### src/rtl/uart_pkg.sv
// Shared UART definitions: state encoding, parity modes and baud divisor helper.
// Used by both the transmitter and the receiver.
package uart_pkg;

  typedef enum logic [2:0] {
    IDLE   = 3'd0,
    START  = 3'd1,
    DATA   = 3'd2,
    PARITY = 3'd3,
    STOP   = 3'd4
  } tx_state_t;

  localparam int PAR_NONE = 0;
  localparam int PAR_ODD  = 1;
  localparam int PAR_EVEN = 2;

  function automatic int clks_per_bit(input int clk_freq, input int baud);
    return clk_freq / baud;
  endfunction

endpackage

### src/rtl/uart_tx_serializer_baud_tick.sv
// Reloadable bit-period down-counter; bit_end marks the last cycle of a bit.
// Module name kept as uart_baud_tick so the receiver can instantiate it unchanged.
module uart_baud_tick
  import uart_pkg::*;
#(
  parameter int CLKS_PER_BIT = 434
) (
  input  logic clk,
  input  logic rst_n,
  input  logic restart,
  input  logic run,
  output logic bit_end
);

  localparam int CW = (CLKS_PER_BIT > 1) ? $clog2(CLKS_PER_BIT) : 1;
  localparam logic [CW-1:0] RELOAD = CW'(CLKS_PER_BIT - 1);

  logic [CW-1:0] cnt;

  assign bit_end = run && (cnt == '0);

  // Reload on terminal count so every bit lasts exactly CLKS_PER_BIT cycles.
  always_ff @(posedge clk or negedge rst_n) begin
    if (!rst_n) begin
      cnt <= '0;
    end else if (restart) begin
      cnt <= RELOAD;
    end else if (run) begin
      if (bit_end) cnt <= RELOAD;
      else         cnt <= cnt - 1'b1;
    end
  end

endmodule

### src/rtl/uart_tx_serializer.sv
// UART transmitter: serializes one byte per request, LSB first, optional parity.
//   state  | meaning
//   IDLE   | line high, waiting for new_tx_data
//   START  | driving start bit (0)
//   DATA   | shifting out 8 data bits, LSB first
//   PARITY | driving parity bit (only when PARITY != 0)
//   STOP   | driving STOP_BITS stop bits (1), then tx_done
module uart_tx_serializer
  import uart_pkg::*;
#(
  parameter int CLK_FREQ     = 50000000,
  parameter int BAUD         = 115200,
  parameter int CLKS_PER_BIT = clks_per_bit(CLK_FREQ, BAUD),
  parameter int PARITY       = 0,
  parameter int STOP_BITS    = 1
) (
  input  logic       clk,
  input  logic       rst_n,
  input  logic [7:0] tx_data,
  input  logic       new_tx_data,
  output logic       tx_busy,
  output logic       tx,
  output logic       tx_done
);

  if (CLKS_PER_BIT < 2) begin : g_bad_cpb
    $error("uart_tx_serializer: CLKS_PER_BIT must be at least 2");
  end
  if (STOP_BITS != 1 && STOP_BITS != 2) begin : g_bad_stop
    $error("uart_tx_serializer: STOP_BITS must be 1 or 2");
  end
  if (PARITY != PAR_NONE && PARITY != PAR_ODD && PARITY != PAR_EVEN) begin : g_bad_par
    $error("uart_tx_serializer: PARITY must be 0, 1 or 2");
  end

  localparam logic [2:0] S_IDLE   = IDLE;
  localparam logic [2:0] S_START  = START;
  localparam logic [2:0] S_DATA   = DATA;
  localparam logic [2:0] S_PARITY = uart_pkg::PARITY;
  localparam logic [2:0] S_STOP   = STOP;

  localparam logic HAS_PARITY = (PARITY != PAR_NONE);
  localparam logic LAST_STOP  = (STOP_BITS == 2);

  logic [2:0] state;
  logic [7:0] shreg;
  logic [2:0] bit_idx;
  logic       stop_idx;
  logic       par_bit;
  logic       accept;
  logic       bit_end;

  assign accept = (state == S_IDLE) && new_tx_data;

  uart_baud_tick #(
    .CLKS_PER_BIT(CLKS_PER_BIT)
  ) u_baud_tick (
    .clk    (clk),
    .rst_n  (rst_n),
    .restart(accept),
    .run    (state != S_IDLE),
    .bit_end(bit_end)
  );

  always_ff @(posedge clk or negedge rst_n) begin
    if (!rst_n) begin
      state    <= S_IDLE;
      shreg    <= '0;
      bit_idx  <= '0;
      stop_idx <= 1'b0;
      par_bit  <= 1'b0;
      tx       <= 1'b1;
      tx_busy  <= 1'b0;
      tx_done  <= 1'b0;
    end else begin
      tx_done <= 1'b0;
      case (state)
        S_IDLE: begin
          if (new_tx_data) begin
            shreg   <= tx_data;
            par_bit <= (PARITY == PAR_ODD) ? ~^tx_data : ^tx_data;
            tx      <= 1'b0;
            tx_busy <= 1'b1;
            state   <= S_START;
          end
        end
        S_START: begin
          if (bit_end) begin
            tx      <= shreg[0];
            shreg   <= {1'b0, shreg[7:1]};
            bit_idx <= '0;
            state   <= S_DATA;
          end
        end
        S_DATA: begin
          if (bit_end) begin
            if (bit_idx == 3'd7) begin
              if (HAS_PARITY) begin
                tx    <= par_bit;
                state <= S_PARITY;
              end else begin
                tx       <= 1'b1;
                stop_idx <= 1'b0;
                state    <= S_STOP;
              end
            end else begin
              tx      <= shreg[0];
              shreg   <= {1'b0, shreg[7:1]};
              bit_idx <= bit_idx + 3'd1;
            end
          end
        end
        S_PARITY: begin
          if (bit_end) begin
            tx       <= 1'b1;
            stop_idx <= 1'b0;
            state    <= S_STOP;
          end
        end
        S_STOP: begin
          // Busy drops on the same edge that ends the last stop bit; the
          // earliest next accept is therefore one edge later.
          if (bit_end) begin
            if (stop_idx == LAST_STOP) begin
              tx_busy <= 1'b0;
              tx_done <= 1'b1;
              state   <= S_IDLE;
            end else begin
              stop_idx <= 1'b1;
            end
          end
        end
        default: begin
          tx      <= 1'b1;
          tx_busy <= 1'b0;
          state   <= S_IDLE;
        end
      endcase
    end
  end

endmodule

### config.mk
export PLATFORM = sky130hd
export DESIGN_NAME = uart_tx_serializer
export DESIGN_NICKNAME = d
export VERILOG_FILES = /design/src/rtl/uart_pkg.sv /design/src/rtl/uart_tx_serializer_baud_tick.sv /design/src/rtl/uart_tx_serializer.sv
export SDC_FILE = /design/constraint.sdc
export NUM_CORES = 1
export LEC_CHECK = 0
export ABC_AREA = 1
export CAP_MARGIN = 20
export CORE_ASPECT_RATIO = 0.7
export CORE_MARGIN = 2
export CORE_UTILIZATION = 60
export DETAILED_ROUTE_END_ITERATION = 8
export MAX_ROUTING_LAYER = met4
export PLACE_DENSITY_LB_ADDON = 0.2
export SLEW_MARGIN = 20
export SYNTH_ARGS = -nofsm -noshare
export SYNTH_HDL_FRONTEND = slang
export SYNTH_SLANG_ARGS = --single-unit
### constraint.sdc
create_clock -name clk -period 4.3 [get_ports clk]
set_input_delay 0.645 -clock clk [delete_from_list [all_inputs] [get_ports clk]]
set_output_delay 0.645 -clock clk [all_outputs]
set_load 0.05 [all_outputs]
==> results.yml <==
critical_path:
  worstSetupPathType: "flop to output port"
  crit_buf_inv: 1
  cp-end-kind: "output port"
  slowest_stage: "clkdlybuf4s50_1"
  critPathMaxStageDelay_ns: 0.80
  critPathMaxFanout: 2
  crit_path_start_kind: "flop"
  arrival_ns: 1.70
  cp.required_ns: 3.65
  critical_path.cell_chain: "clkdlybuf4s50_1"
  cp_top_family: "buffers and inverters"
power_and_ir_drop:
  power.leakage_nw: 0.778
  irDropWorstVdd_mv: 0.227
  powerDensity_nw_per_um2: 260
global_routing:
  grt_start_max_net_pins: 27
  grt_pass1_vias: 1143
  antenna_found_initial: 0
  grt_pass1_wl_mm: 5.05
  grt_use_total_pct: 23.8
  overflow: 0
logic_synthesis:
  synth-async-reset-ratio_pct: 100
  syn_area_um2: 1440
  synth_edf_count: 0
  syn_avg_cell_area_um2: 8.12
  synth_top_cell_by_area: "dfrtp_1"
  netlist_top_cells_area: "dfrtp_1 44%, nand2_1 19%, nand3_1 4.5%"
  ys_seq_area_share_pct: 45.4
  synth.most_common_cell: "nand2_1"
  synth_nets: 191
  synthCells: 177
  synth_cell_type_count: 27
  yosys_warnings: 0
  yosys-top-cells-count: "71 x nand2_1, 25 x dfrtp_1, 13 x nand3_1"
  synth_flop_cell: "dfrtp_1"
  ys_seq_elements: 26
  yosys.area.top_type_share_pct: 43.6
route:
  dr.pass1.iters: 4
  met1_length_mm: 1.34
  vias: 1191
  route.met2.wl_mm: 1.37
  drc_errors: 0
  vias_per_cell: 5.27
  maxUsedRoutingLayer: "met4"
  met3WireLength_um: 104
  detail_route.wirelength_mm: 2.83
  avgRoutedWirePerCell_um: 12.5
  ant_nets: 0
  dr.first_iter.drc_count: 52
finish:
  area_delta_synth_final_pct: 15.2
  layout.nets: 209
  drive_gt1_share_pct: 11.9
  fin_util_pct: 74.9
  final.fill_count: 182
  antennaDiodeCount: 0
floorplanning:
  core_area_um2: 2210
  die_x_um: 62.5
  start_util_pct: 65.1
  fp.dieArea_um2: 2810
  io_pins: 14
  rows: 14
  die_height_um: 44.9
timing:
  finClkSkew_ns: 0.0118
  fin_tns_setup_ns: 0
  worst_hold_slack_ns: 0.284
  max_freq_mhz: 427
  worst_slew_pin_slew_ns: 0.563
  fin_ws_ns: 1.96
  finalCritPeriodShare_pct: 54.5
  drv_slew: 0
  setup_violations: 0
  rsz0062_at_grt: "no"
  period_needed_ns: 2.34
  hold_viol: 0
  relSlewSlack_pct: 62.4
clock_network:
  ctsHoldBuffers: 0
  cts_max_path_buffers: 2
  cts_tree: "yes"
  cts_resized: 0
  clock_sinks: 26
  clkLatencyLatePin_ns: 0.33
  cts-htree-levels: 1
  root_buffer: "clkbuf_4"
  post_cts_buffers: 0
  cts_made_buffers: 3
  clkTransAtPathRegs_ns: 0.15
placed_design:
  hpwl_mm: 2.10
  portBuffers: 13
  gp_congestion: 0.888
  place_ws_ns: 2.24
job:
  maxCapViolations: 0
min_path:
  hp-class: "primary input to async pin"
run_status:
  outcome: "finished clean"
## power breakdown
group	leakage (nW)	switching (mW)	internal [mW]
logic	0.426	0.00783	0.00901
clock network	0.0279	0.0742	0.0943
registers	0.324	0	0.245
## final cells by class
| cell class | instances | area (um2) | area share (%) |
|---|---|---|---|
| inverter | 14 | 57.6 | 3.48 |
| sequential | 26 | 652 | 39.4 |
| clock buffer | 3 | 22.5 | 1.36 |
| multi-input combinational | 137 | 727 | 43.9 |
| timing repair buffer | 13 | 125 | 7.56 |
| tap | 32 | 40.0 | 2.42 |
| clock inverter | 1 | 30.0 | 1.82 |
## worst paths after layout
| path | depth (start not counted) | slack, ns | end | from |
|---|---|---|---|---|
| max | 1 | 1.96 | tx | tx |
| max in group asynchronous | 1 | 3.64 | shreg[6] | rst_n |
| min in group clk | 2 | 0.49 | shreg[3] | shreg[3] |
| min | 1 | 0.28 | shreg[5] | rst_n |
| max reg2reg | 8 | 2.54 | u_baud_tick.cnt[8] | u_baud_tick.cnt[0] |
| min reg2reg | 2 | 0.49 | shreg[3] | shreg[3] |
## state kept, by name, summed over array words and instances, names as in the netlist
register         count
u_baud_tick.cnt      9
shreg                8
bit_idx              3
state                3
tx                   1
tx_busy              1
tx_done              1
## routing by layer
metal | track usage (%) | vias up
met4 | 4.44 | 0
met2 | 40.4 | 22
met5 | - | -
met3 | 4.74 | 2
met1 | 30.8 | 558
li1 | - | 609
## cells by family after synthesis
group,Yosys count,synth area share (%)
simple gates,111,38.8
flops,26,45.4
compound gates,20,7.40
buf+inv,14,4.01
xor+xnor,3,1.83
fa+ha+maj,3,2.61
## layout by cell type, fill, tap and decap left out, types with 4 or more instances in the layout
master,synthesis,final
clkdlybuf4s50_1,0,12
inv_1,11,11
nand3_1,13,13
nor2_1,10,10
dfrtp_1,25,25
o21ai_1,4,4
o21ai_0,12,12
nand2_1,71,71
## stage by stage
| stage | cell area, um2 | total power [mW] | cells |
|---|---|---|---|
| 5_1_grt | 1650 | 0.445 | 226 |
| 3_3_place_gp | 1610 | 0.266 | 222 |
| 6_report | 1650 | 0.430 | 226 |
| 3_5_place_dp | 1610 | 0.267 | 222 |
| 4_1_cts | 1660 | 0.434 | 226 |
| 2_1_floorplan | 1440 | 0.252 | 177 |
(Power assumes the default switching activity.)
